## src/rtl/mark1_seq_pkg.sv

```systemverilog
// mark1_seq_pkg: shared types and constants for the mark1 control-decode sequencer.
// Holds the FSM state enum, bus widths, named decoder output bit positions and
// the illegal-encoding predicate used by mark1_ctrl_sequencer.
package mark1_seq_pkg;

    localparam int unsigned INSN_W    = 20;
    localparam int unsigned CTL_W     = 31;
    localparam int unsigned VALID_BIT = 0;

    // Decoder outputs asserted for words whose x00 (valid) input is clear.
    localparam int unsigned Z01_BIT = 1;
    localparam int unsigned Z16_BIT = 16;
    localparam int unsigned Z17_BIT = 17;
    localparam int unsigned Z21_BIT = 21;

    typedef enum logic [1:0] {
        IDLE   = 2'd0,
        DECODE = 2'd1,
        ISSUE  = 2'd2,
        TRAP   = 2'd3
    } state_e;

    // A word claiming to be valid that decodes to no control lines at all.
    function automatic logic is_illegal(input logic [INSN_W-1:0] insn,
                                        input logic [CTL_W-1:0]  ctl);
        return insn[VALID_BIT] && (ctl == '0);
    endfunction

endpackage

```

## src/rtl/mark1_ctrl_sequencer.sv

```systemverilog
// mark1_ctrl_sequencer: sequences instruction words through the external
// combinational mark1 control-decode PLA and issues the decoded control word.
//
// Ports:
//   clk, rst_n            clock (rising edge), asynchronous active-low reset
//   in_valid/in_ready     instruction handshake, in_word[19:0] = x19..x00
//   dec_in[19:0]          registered word driven to decoder inputs
//   dec_out[30:0]         decoder outputs z30..z00
//   ctl_valid/ctl_ready   control-word handshake, ctl_word[30:0]
//   trap_valid            one-cycle pulse on illegal encoding
//   trap_word[19:0]       offending instruction, held until the next trap
//   busy                  FSM not idle
//   issue_cnt[CNT_W-1:0]  completed control handshakes (wrapping)
//
// Optional feature: define MARK1_SEQ_SKID_EN for a one-entry input skid register
// that lets a new word be accepted during ISSUE/TRAP.
module mark1_ctrl_sequencer
    import mark1_seq_pkg::*;
#(
    parameter int unsigned DEC_LAT = 1,
    parameter int unsigned CNT_W   = 16
) (
    input  logic              clk,
    input  logic              rst_n,
    input  logic              in_valid,
    output logic              in_ready,
    input  logic [19:0]       in_word,
    output logic [19:0]       dec_in,
    input  logic [30:0]       dec_out,
    output logic              ctl_valid,
    input  logic              ctl_ready,
    output logic [30:0]       ctl_word,
    output logic              trap_valid,
    output logic [19:0]       trap_word,
    output logic              busy,
    output logic [CNT_W-1:0]  issue_cnt
);

    localparam int unsigned WAIT_W = 2;

    state_e              state_q, state_d;
    logic [WAIT_W-1:0]   wait_q, wait_d;
    logic                in_ready_q, in_ready_d;
    logic [INSN_W-1:0]   dec_in_q, dec_in_d;
    logic                ctl_valid_q, ctl_valid_d;
    logic [CTL_W-1:0]    ctl_word_q, ctl_word_d;
    logic                trap_valid_q, trap_valid_d;
    logic [INSN_W-1:0]   trap_word_q, trap_word_d;
    logic                busy_q, busy_d;
    logic [CNT_W-1:0]    cnt_q, cnt_d;

    logic                accept_c;
    logic                handshake_c;
    logic                pend_vld_c;
    logic [INSN_W-1:0]   pend_word_c;

`ifdef MARK1_SEQ_SKID_EN
    logic                skid_full_q, skid_full_d;
    logic [INSN_W-1:0]   skid_q, skid_d;
`endif

    assign accept_c    = in_valid && in_ready_q;
    assign handshake_c = ctl_valid_q && ctl_ready;

    // Word available to start a new decode when leaving ISSUE or TRAP.
`ifdef MARK1_SEQ_SKID_EN
    assign pend_vld_c  = skid_full_q || accept_c;
    assign pend_word_c = skid_full_q ? skid_q : in_word;
`else
    assign pend_vld_c  = 1'b0;
    assign pend_word_c = in_word;
`endif

    // Next-state and next-output logic.
    always_comb begin
        state_d      = state_q;
        wait_d       = wait_q;
        dec_in_d     = dec_in_q;
        ctl_valid_d  = ctl_valid_q;
        ctl_word_d   = ctl_word_q;
        trap_valid_d = 1'b0;
        trap_word_d  = trap_word_q;
        cnt_d        = cnt_q;
`ifdef MARK1_SEQ_SKID_EN
        skid_full_d  = skid_full_q;
        skid_d       = skid_q;
`endif

        case (state_q)
            IDLE: begin
                if (accept_c) begin
                    dec_in_d = in_word;
                    wait_d   = WAIT_W'(DEC_LAT - 1);
                    state_d  = DECODE;
                end
            end
            DECODE: begin
                if (wait_q != '0) begin
                    wait_d = wait_q - WAIT_W'(1);
                end else if (is_illegal(dec_in_q, dec_out)) begin
                    trap_valid_d = 1'b1;
                    trap_word_d  = dec_in_q;
                    state_d      = TRAP;
                end else begin
                    ctl_word_d  = dec_out;
                    ctl_valid_d = 1'b1;
                    state_d     = ISSUE;
                end
            end
            ISSUE: begin
                if (handshake_c) begin
                    ctl_valid_d = 1'b0;
                    cnt_d       = cnt_q + CNT_W'(1);
                    state_d     = IDLE;
                    if (pend_vld_c) begin
                        dec_in_d = pend_word_c;
                        wait_d   = WAIT_W'(DEC_LAT - 1);
                        state_d  = DECODE;
`ifdef MARK1_SEQ_SKID_EN
                        skid_full_d = 1'b0;
`endif
                    end
                end
`ifdef MARK1_SEQ_SKID_EN
                else if (accept_c) begin
                    skid_full_d = 1'b1;
                    skid_d      = in_word;
                end
`endif
            end
            TRAP: begin
                state_d = IDLE;
                if (pend_vld_c) begin
                    dec_in_d = pend_word_c;
                    wait_d   = WAIT_W'(DEC_LAT - 1);
                    state_d  = DECODE;
`ifdef MARK1_SEQ_SKID_EN
                    skid_full_d = 1'b0;
`endif
                end
            end
            default: state_d = IDLE;
        endcase

        busy_d = (state_d != IDLE);
`ifdef MARK1_SEQ_SKID_EN
        in_ready_d = (state_d == IDLE) ||
                     (((state_d == ISSUE) || (state_d == TRAP)) && !skid_full_d);
`else
        in_ready_d = (state_d == IDLE);
`endif
    end

    // State and output registers.
    always_ff @(posedge clk or negedge rst_n) begin
        if (!rst_n) begin
            state_q      <= IDLE;
            wait_q       <= '0;
            in_ready_q   <= 1'b1;
            dec_in_q     <= '0;
            ctl_valid_q  <= 1'b0;
            ctl_word_q   <= '0;
            trap_valid_q <= 1'b0;
            trap_word_q  <= '0;
            busy_q       <= 1'b0;
            cnt_q        <= '0;
`ifdef MARK1_SEQ_SKID_EN
            skid_full_q  <= 1'b0;
            skid_q       <= '0;
`endif
        end else begin
            state_q      <= state_d;
            wait_q       <= wait_d;
            in_ready_q   <= in_ready_d;
            dec_in_q     <= dec_in_d;
            ctl_valid_q  <= ctl_valid_d;
            ctl_word_q   <= ctl_word_d;
            trap_valid_q <= trap_valid_d;
            trap_word_q  <= trap_word_d;
            busy_q       <= busy_d;
            cnt_q        <= cnt_d;
`ifdef MARK1_SEQ_SKID_EN
            skid_full_q  <= skid_full_d;
            skid_q       <= skid_d;
`endif
        end
    end

    assign in_ready   = in_ready_q;
    assign dec_in     = dec_in_q;
    assign ctl_valid  = ctl_valid_q;
    assign ctl_word   = ctl_word_q;
    assign trap_valid = trap_valid_q;
    assign trap_word  = trap_word_q;
    assign busy       = busy_q;
    assign issue_cnt  = cnt_q;

endmodule
```

## config.mk

```make
export PLATFORM = sky130hd
export DESIGN_NAME = mark1_ctrl_sequencer
export DESIGN_NICKNAME = d
export VERILOG_FILES = /design/src/rtl/mark1_seq_pkg.sv /design/src/rtl/mark1_ctrl_sequencer.sv
export SDC_FILE = /design/constraint.sdc
export NUM_CORES = 1
export LEC_CHECK = 0
export ABC_AREA = 1
export CORE_MARGIN = 2
export CORE_UTILIZATION = 41
export DETAILED_ROUTE_END_ITERATION = 10
export PLACE_DENSITY = 0.82
export SKIP_LAST_GASP = 1
export SYNTH_ARGS = -nofsm -noshare
export SYNTH_HDL_FRONTEND = slang
export SYNTH_SLANG_ARGS = --single-unit
```

## constraint.sdc

```tcl
create_clock -name clk -period 1.35 [get_ports clk]
set_input_delay 0.135 -clock clk [delete_from_list [all_inputs] [get_ports clk]]
set_output_delay 0.135 -clock clk [all_outputs]
set_load 0.1 [all_outputs]
```

==> impl_metrics.py, run 1 <==
metrics = {
    "cts": {
        "clkSinkCount": 95,
        "cts_tree": "built",
        "clk_pin_slew_worst_paths_ns": 0.09,
        "htree_levels": 3,
        "root_buffer": "clkbuf_8",
        "clockBufferDepth": 2,
        "clk_latency_ns": 0.34,
        "tritoncts.num_buffers": 9,
    },
    "timing": {
        "period_share_pct": 112.1,
        "fmax_mhz": 660.7,
        "setup_viol": 54,
        "fin_ws_ns": -0.1636,
        "finalMaxSlewViolations": 0,
        "timing.hold.ws_ns": 0.2728,
        "tightest_slew_ns": 0.4383,
        "finalHoldViolations": 0,
        "min_period_ns": 1.514,
        "rsz0062_at_grt": "true",
        "relSlewSlack_pct": 70.78,
        "clock_skew_ns": 0.01089,
    },
    "critical_path": {
        "startpoint": "dec_in[0]$_DFFE_PN0P_",
        "r2r_cells": 9,
        "critPathKind": "register to register",
        "path_cells": "nand2_2, nor2_2, nand2_2, nor2_4, nand2_4, nand2_8, clkbuf_16, nand2_2, nand2_1",
        "cpMostUsedCell": "nand2_2",
        "crit_path_end_kind": "register",
        "cp_max_fo": 7,
        "reg2reg_slack_ns": -0.16,
        "required_ns": 1.63,
        "timing.rr.start": "dec_in[0]$_DFFE_PN0P_",
        "endpoint": "ctl_word[19]$_DFFE_PN0P_",
        "cp_slowest_cell": "dfrtp_4",
        "slowest_delay_ns": 0.42,
        "startpoint_type": "register",
        "r2r_end": "ctl_word[19]$_DFFE_PN0P_",
        "cp.arrival_ns": 1.80,
    },
    "global_route": {
        "grt_pass1_vias": 4045,
        "grtUsageMet2_pct": 39.47,
        "antenna_found_initial": 0,
        "grt_usage_pct": 21.95,
        "met3_usage_pct": 4.803,
        "grt_pass1_wl_microns": 19400,
        "grt_util_met1_pct": 25.94,
        "top_usage_layer": "met2",
        "grt_start_max_net_pins": 42,
        "overflow": 0,
    },
    "worst_hold_path": {
        "hold_class": "input port to asynchronous set/reset pin",
    },
    "synth": {
        "syn_nets": 526,
        "synth_top_area_share_pct": 56.15,
        "synth_seq_area_share_pct": 56.78,
        "async_flop_share_pct": 100.0,
        "post_synth_num_cell_types": 23,
        "synth_top_area_cell": "dfrtp_1",
        "synth_area_sq_mm": 0.004189,
        "synthCells": 469,
        "ys_warn_count": 0,
        "synth_enable_flop_cells": 0,
        "netlist_top_cells_area": "dfrtp_1 (56%), nand2_1 (15%), nand3_1 (7.5%)",
        "yosysMostFrequentCell": "nand2_1",
        "synth.avg_cell_area_sq_um": 8.932,
        "yosys-top-cells-count": "nand2_1 (162), dfrtp_1 (94), nand3_1 (63)",
        "synth-main-ff-cell": "dfrtp_1",
        "ys_ff_latch": 95,
    },
    "layout": {
        "antenna_cells": 0,
        "layout-drive-gt1-share_pct": 42.01,
        "nets": 710,
        "area_growth_pct": 85.69,
    },
    "routing": {
        "drc": 0,
        "post_drt_wl_per_cell_microns": 16.62,
        "vias": 3964,
        "ant_nets": 0,
        "firstDrtPassIters": 4,
        "via_per_inst": 5.018,
        "drt-initial-drc-count": 161,
        "wl_microns": 13130,
    },
    "outcome": {
        "status": "complete, but fails checks",
        "violations": "negative setup slack",
    },
    "floorplanning": {
        "core-area_sq_mm": 0.009864,
        "die_w_microns": 105.1,
        "ioPinCount": 146,
        "initial_utilization_pct": 42.47,
        "die_area_sq_mm": 0.01104,
        "rows": 36,
        "die_y_microns": 105.1,
    },
    "placed_design": {
        "hpwlAfterDp_microns": 9144,
        "port_buffers": 145,
        "gp_congestion": 0.8372,
        "post-place-ws_ns": -0.3489,
    },
    "power_and_ir_drop": {
        "cellLeakagePower_nw": 3.727,
        "powerDensity_mw_per_mm2": 2675,
        "vdd_drop_max_uv": 2046,
    },
    "flow_run": {
        "drv_cap": 0,
    },
}
-- cell type report --
cell class | instances | area (sq um)
repair buffers | 189 | 2907
inverters | 53 | 198.9
flip-flops and latches | 95 | 2441
fillers | 558 | 2086
clock buffers | 11 | 141.4
clock inverters | 4 | 32.53
multi-input cells | 305 | 1892
well taps | 133 | 166.4
-- layout by cell type (no fill, tap or decap), drive strengths merged --
| cell | n |
|---|---|
| buf | 131 |
| inv | 53 |
| dlygate4sd3 | 1 |
| dfrtp | 94 |
| dfstp | 1 |
| clkbuf | 15 |
| a21oi | 1 |
| nand3 | 63 |
| o21ai | 7 |
| clkinv | 2 |
| xor2 | 7 |
| xnor2 | 2 |
| nor3 | 3 |
| nand2 | 164 |
| ha | 2 |
| mux2 | 20 |
| clkdlybuf4s50 | 53 |
| nor2 | 32 |
| clkinvlp | 2 |
| nand4 | 4 |
-- worst min-delay path by stage --
stage                     depth (start not counted)                        to  startpoint
after global placement                            1  issue_cnt[6]$_DFFE_PN0P_       rst_n
after CTS                                         2   ctl_word[8]$_DFFE_PN0P_       rst_n
after floorplan                                   0            busy$_DFF_PN0_       rst_n
final                                             2  issue_cnt[3]$_DFFE_PN0P_       rst_n
after detailed placement                          1  issue_cnt[6]$_DFFE_PN0P_       rst_n
after global routing                              2  issue_cnt[6]$_DFFE_PN0P_       rst_n
-- critical path: cells and delay by family (launching register included) --
family | cells | cell delay [ns]
flops | 1 | 0.42
simple gates | 8 | 0.83
buf+inv | 1 | 0.18
-- cells by family after synthesis --
| group | share of synthesized area (%) |
|---|---|
| AND/OR/NAND/NOR | 27.15 |
| flip-flops | 56.78 |
| buffers and inverters | 7.258 |
| multiplexers | 5.376 |
| XOR/XNOR | 1.882 |
| AO/OA/AOI/OAI | 0.9556 |
| adder cells (fa/ha/maj) | 0.5973 |
-- layer usage --
layer / part of all wire (%) / routed length (microns)
met5: 0 / 0
met4: 2.1 / 282
met3: 5.2 / 683
met2: 55 / 7212
met1: 38 / 4948
-- where the power goes --
part | total (mW) | leakage [nW] | internal, mW | switching (mW)
combinational | 13.9 | 2.48 | 5.16 | 8.71
clock | 1.70 | 0.0816 | 0.719 | 0.985
sequential | 5.23 | 1.16 | 3.86 | 1.38
total | 20.8 | 3.73 | 9.74 | 11.1
-- metrics by stage --
stage | std cells | util [%] | instance area [sq um] | setup TNS (ns) | total power [mW]
3_5_place_dp | 765 | 71.94 | 7097 | -17.87 | 17.93
5_1_grt | 790 | 78.86 | 7779 | -8.001 | 21.49
3_3_place_gp | 765 | 71.94 | 7097 | -15.41 | 17.64
2_1_floorplan | 469 | - | 4369 | -8.851 | 12.60
6_report | 790 | 78.86 | 7779 | -4.327 | 20.81
4_1_cts | 782 | 74.21 | 7321 | -1.097 | 19.66
-- registers in the layout, summed over array words and instances, names as in the netlist --
signal,cells
busy,1
ctl_valid,1
ctl_word,31
dec_in,20
in_ready,1
issue_cnt,16
state_q,2
trap_valid,1
trap_word,20
wait_q,2
-- timing repair --
action | in CTS | in global routing
cloned | 0 | 4
setup endpoints to repair | 56 | 67
resized for setup | 9 | 96
pin swaps | 6 | 22
hold endpoints to repair | 28 | 0
hold buffers | 1 | 0
buffers inserted | 1 | 4
No activity file was read; power rests on OpenSTA's default activity.
==> run 2: changes to the inputs <==
--- a/config.mk
+++ b/config.mk
@@ -7,9 +7,10 @@
 export LEC_CHECK = 0
 export ABC_AREA = 1
 export CORE_MARGIN = 2
-export CORE_UTILIZATION = 41
+export CORE_UTILIZATION = 42
+export CTS_BUF_LIST = sky130_fd_sc_hd__clkbuf_8
 export DETAILED_ROUTE_END_ITERATION = 10
-export PLACE_DENSITY = 0.82
+export PLACE_DENSITY = 0.83
 export SKIP_LAST_GASP = 1
 export SYNTH_ARGS = -nofsm -noshare
 export SYNTH_HDL_FRONTEND = slang
==> run 2 against run 1 <==
The flow still finishes with violations (negative setup slack). Final cell count rose by 1.5%. Critical path type unchanged. Highest routed layer unchanged. Largest cell class unchanged. Final area fell by 0.43%. Register-to-register slack improved by 0.02 ns.
==> impl_metrics.py, run 2 (synthesis results as in run 1) <==
metrics = {
    "outcome": {
        "status": "complete, but fails checks",
        "violations": "negative setup slack",
    },
    "placed_design": {
        "port_buffers": 145,
        "gp_congestion": 0.8520,
        "hpwlAfterDp_microns": 9339,
        "post-place-ws_ns": -0.4127,
    },
    "floorplanning": {
        "die_area_sq_mm": 0.01079,
        "die_w_microns": 103.9,
        "initial_utilization_pct": 43.06,
        "core-area_sq_mm": 0.009729,
        "die_y_microns": 103.9,
        "ioPinCount": 146,
        "rows": 36,
    },
    "cts": {
        "clockBufferDepth": 2,
        "clk_latency_ns": 0.36,
        "htree_levels": 3,
        "tritoncts.num_buffers": 9,
        "clk_pin_slew_worst_paths_ns": 0.10,
        "clkSinkCount": 95,
        "cts_tree": "built",
        "root_buffer": "clkbuf_8",
    },
    "flow_run": {
        "drv_cap": 0,
    },
    "routing": {
        "via_per_inst": 4.935,
        "post_drt_wl_per_cell_microns": 16.38,
        "wl_microns": 13140,
        "firstDrtPassIters": 4,
        "drc": 0,
        "ant_nets": 0,
        "drt-initial-drc-count": 158,
        "vias": 3958,
    },
    "critical_path": {
        "required_ns": 1.60,
        "cp_max_fo": 5,
        "startpoint_type": "register",
        "crit_path_end_kind": "register",
        "critPathKind": "register to register",
        "cp.arrival_ns": 1.75,
    },
    "layout": {
        "layout-drive-gt1-share_pct": 39.76,
        "nets": 721,
        "largest_reg_flops": 31,
        "area_growth_pct": 84.89,
        "antenna_cells": 0,
        "most-common-layout-cells": "nand2_1 (131), buf_12 (100), dfrtp_1 (76)",
        "layout_commonest_cell": "nand2_1",
    },
    "timing": {
        "finalHoldViolations": 0,
        "fmax_mhz": 668.2,
        "relSlewSlack_pct": 76.00,
        "clock_skew_ns": 0.01291,
        "fin_ws_ns": -0.1465,
        "tightest_slew_ns": 0.3600,
        "finalMaxSlewViolations": 0,
        "tns_ns": -3.107,
        "min_period_ns": 1.496,
        "period_share_pct": 110.9,
        "rsz0062_at_grt": "true",
        "setup_viol": 73,
    },
    "power_and_ir_drop": {
        "vdd_drop_max_uv": 2254,
        "cellLeakagePower_nw": 3.772,
        "powerDensity_mw_per_mm2": 2685,
    },
    "global_route": {
        "grt_usage_pct": 23.73,
        "grt_start_max_net_pins": 41,
        "grt_pass1_vias": 4205,
        "overflow": 0,
        "antenna_found_initial": 0,
        "grt_pass1_wl_microns": 20460,
    },
    "worst_hold_path": {
        "hold_class": "input port to asynchronous set/reset pin",
    },
}
run 2: what timing repair did:
action / 4_1_cts / 5_1_grt
buffers inserted: 6 / 7
hold buffers: 1 / 0
gates cloned: 0 / 4
endpoints found under the hold margin: 23 / 0
setup endpoints to repair: 59 / 89
pin swaps: 8 / 22
gates resized for setup: 12 / 56
run 2: path summary, 6_finish.rpt:
| path | from | to | slack, ns | cells after the start |
|---|---|---|---|---|
| max | wait_q[1]$_DFFE_PN0P_ | ctl_word[11]$_DFFE_PN0P_ | -0.15 | 9 |
| min | rst_n | issue_cnt[8]$_DFFE_PN0P_ | 0.23 | 2 |
| max reg2reg | wait_q[1]$_DFFE_PN0P_ | ctl_word[11]$_DFFE_PN0P_ | -0.15 | 9 |
| min reg2reg | ctl_word[4]$_DFFE_PN0P_ | ctl_word[4]$_DFFE_PN0P_ | 0.54 | 2 |
| max in group asynchronous | rst_n | issue_cnt[11]$_DFFE_PN0P_ | 0.57 | 3 |
| min in group clk | dec_out[4] | ctl_word[4]$_DFFE_PN0P_ | 0.36 | 3 |
run 2: critical path, cell delays in order (launching register included):
cell and delay (ns):
dfrtp_1 0.39, inv_2 0.08, ha_4 0.15, inv_2 0.04, nor2_4 0.18, buf_12 0.14, nand2_8 0.07, clkbuf_16 0.17
nand2_1 0.09, nand2_1 0.07
run 2: per-stage QoR:
stage	cells	utilization [%]	total power, mW	instance area (sq um)	hold slack (ns)
global placement	769	73.51	17.75	7152	0.06385
floorplan	469	-	12.60	4369	-0.1606
CTS	792	76.49	20.11	7442	0.2159
finish	802	79.60	20.80	7745	0.2310
global route	802	79.60	21.54	7745	0.2522
detailed placement	769	73.51	18.05	7152	0.07471
run 2: power by group:
part           switching, mW  internal (mW)  total [mW]
clock network           1.07          0.812        1.88
logic                   8.61           5.17        13.8
registers               1.28           3.86        5.14
total                   11.0           9.84        20.8
run 2: per-layer routing:
metal	share of wire [%]	global-route usage (%)
met1	37	27.36
met3	4.9	4.511
met4	3.6	9.266
met5	0	0
met2	55	43.37
run 2: final cells by class:
class / count / area (sq um)
timing repair buffer: 200 / 2974
fill: 590 / 1984
clock buffer: 11 / 151.4
tap: 133 / 166.4
clock inverter: 5 / 46.29
multi-input combinational: 305 / 1765
sequential: 95 / 2442
inverter: 53 / 198.9
==> patch (settings of run 2) <==
Set the parameter `CNT_W` to 32 (it was 16).
--- a/src/rtl/mark1_ctrl_sequencer.sv
+++ b/src/rtl/mark1_ctrl_sequencer.sv
@@ -20,3 +20,3 @@
     parameter int unsigned DEC_LAT = 1,
-    parameter int unsigned CNT_W   = 16
+    parameter int unsigned CNT_W   = 32
 ) (
Ports: changed (resized issue_cnt); port bits go from 146 to 162. The function was not compared with the original's and may differ.
==> patch against run 2 <==
The run still ends with negative setup slack left; die area rose by 24%; critical endpoint is now ctl_word[12]; sequential cell count up 16; wire length increased by 110%; worst setup slack got worse by 270 ps; critical path type is now input pin to flip-flop; design area increased by 41%; area after synthesis up 25%; worst hold slack got worse by 44 ps; maximum frequency shrank 15%.
Power is left out: it rests on default switching activity, and per cell area and clock period it moved more than threefold.
==> patch: results (changes against run 2) <==
Status
  – Status: finished, violations left
  – Violated checks: negative setup slack

Finish
  – # nets final: 1,031 (+43%)
  – Largest register FFs: 32 (+3.2%)
  – Layout cells sized above 1: 52.4% (+13 points)
  – Fillers: 397 (-33%)

Timing
  – Setup ws final: -419 ps (-272 ps)
  – Clock skew: 15.8 ps (+2.88 ps)
  – Worst rel slew slack: 75.3% (-0.69 points)
  – Setup TNS: -24,620 ps (-21,510 ps)
  – Setup violations, final: 132 (+81%)

Global routing
  – Gr usage total: 29.7% (+6.0 points)
  – Pin count of the biggest net entering global routing: 33 (-20%)
  – Vias in the first global route: 6,057 (+44%)
  – First-pass GRT wire length: 30,600 µm (+49%)
  – Antenna violations before repair: 1 (+1)

Setup path
  – Worst-path fanout max: 6 (+1)
  – CP Data Arrival Time: 2130 ps (+380 ps)

Synthesis
  – Cell variety after synth: 28 (+22%)
  – Synth warn: 0 (unchanged)
  – Post-synthesis adder-cell area fraction: 0.477% (-0.12 points)
  – Synth top cells by count: nand2_1, dfrtp_1, nand3_1, inv_1, nor2_1
  – Mux cell area share after synthesis: 0% (-5.4 points)
  – Seq/Total Area, Yosys: 53.0% (-3.8 points)
  – Synth top area cells: dfrtp_1, nand2_1, nand3_1, inv_1, nor2_1
  – Mapped Nets: 731 (+39%)
  – Xor/xnor cell area share of the yosys netlist: 2.84% (+0.96 points)
  – Synth Area in Compound Gates: 0.477% (-0.48 points)

Place
  – Placed cell areas: 8980 µm² (+26%)
  – Dpl hpwl: 13,100 µm (+40%)
  – Final Wtd Congestion: 0.846 (-0.66%)
  – Port bufs: 161 (+11%)

Clocking
  – Reg clk slew, reported paths: 140 ps (+40 ps)
  – Skew-Pair Late Insertion Delay: 430 ps (+70 ps)

Routing
  – Routed WL: 27,300 µm (+110%)
  – Drt pass-1 iters: 6 (+2)
  – Vias per std cell: 5.71 (+16%)
  – 1st-iter DRT viols: 582 (+270%)
-- patch: cell types whose count changed in the layout (fill, tap and decap cells not counted), sizes merged, moves of 3 or more --
cell,before,now
inv,58,65
dfrtp,94,110
xnor2,2,11
buf,143,250
o21ai,7,1
nand3,63,67
nor2,32,70
mux2,20,0
nand2,164,312
nand3b,0,3
-- patch: metal layers --
layer  global-route usage [%]  part of all wire [%]  up-vias
met3                     7.27                   8.8      176
met1                     33.5                    33     3193
met5                        0                     0        -
met4                     13.4                   7.7        0
li1                         -                     -     2668
met2                     53.3                    50      518
-- patch: final timing paths --
path | startpoint | endpoint | slack (ps) | depth (start not counted)
worst max-delay path | dec_out[16] | ctl_word[12] | -420 | 12
worst min-delay path | rst_n | trap_word[8] | 190 | 2
worst max register to register | dec_in[0] | ctl_word[12] | -370 | 10
worst min register to register | wait_q[1] | wait_q[1] | 530 | 2
max in group asynchronous | rst_n | issue_cnt[26] | 630 | 3
min in group clk | in_word[16] | dec_in[16] | 240 | 3
-- patch: worst max-delay path, stage by stage --
cell	delay, ps
clkdlybuf4s50_1	460
inv_1	100
nand2_1	80
nor2_1	210
nand2_1	210
nor2_4	200
buf_6	150
nand2_8	70
nand2_8	160
clkbuf_16	170
nand2_1	80
nand2_1	90
-- patch: layout make-up --
cell class	count	area share, %
multi-input combinational	484	28.1
clock buffer	9	1.13
antenna	1	0.0229
tap	168	1.92
clock inverter	7	0.720
inverter	59	2.24
sequential	111	26.5
timing repair buffer	309	39.3
-- patch: cell families after synthesis --
kind of cell | count (synthesis)
buffers and inverters | 79
AND/OR/NAND/NOR | 461
AO/OA/AOI/OAI | 4
XOR/XNOR | 17
flip-flops | 111
adder cells (fa/ha/maj) | 2
-- patch: repair_timing --
| item | 4_1_cts | 5_1_grt |
|---|---|---|
| resized for setup | 90 | 220 |
| setup endpoints to repair | 127 | 132 |
| hold endpoints to repair | 111 | 0 |
| cloned | 4 | 5 |
| buffers inserted | 32 | 36 |
| hold buffers | 1 | 0 |
| pin swaps | 30 | 70 |
-- patch: metrics by stage --
stage	instances	setup WS [ps]	hold WS [ps]
global route	1147	-419	207
global placement	1063	-351	53.6
finish	1148	-419	187
floorplan	674	-288	-161
CTS	1114	-127	171
detailed placement	1063	-511	60.7
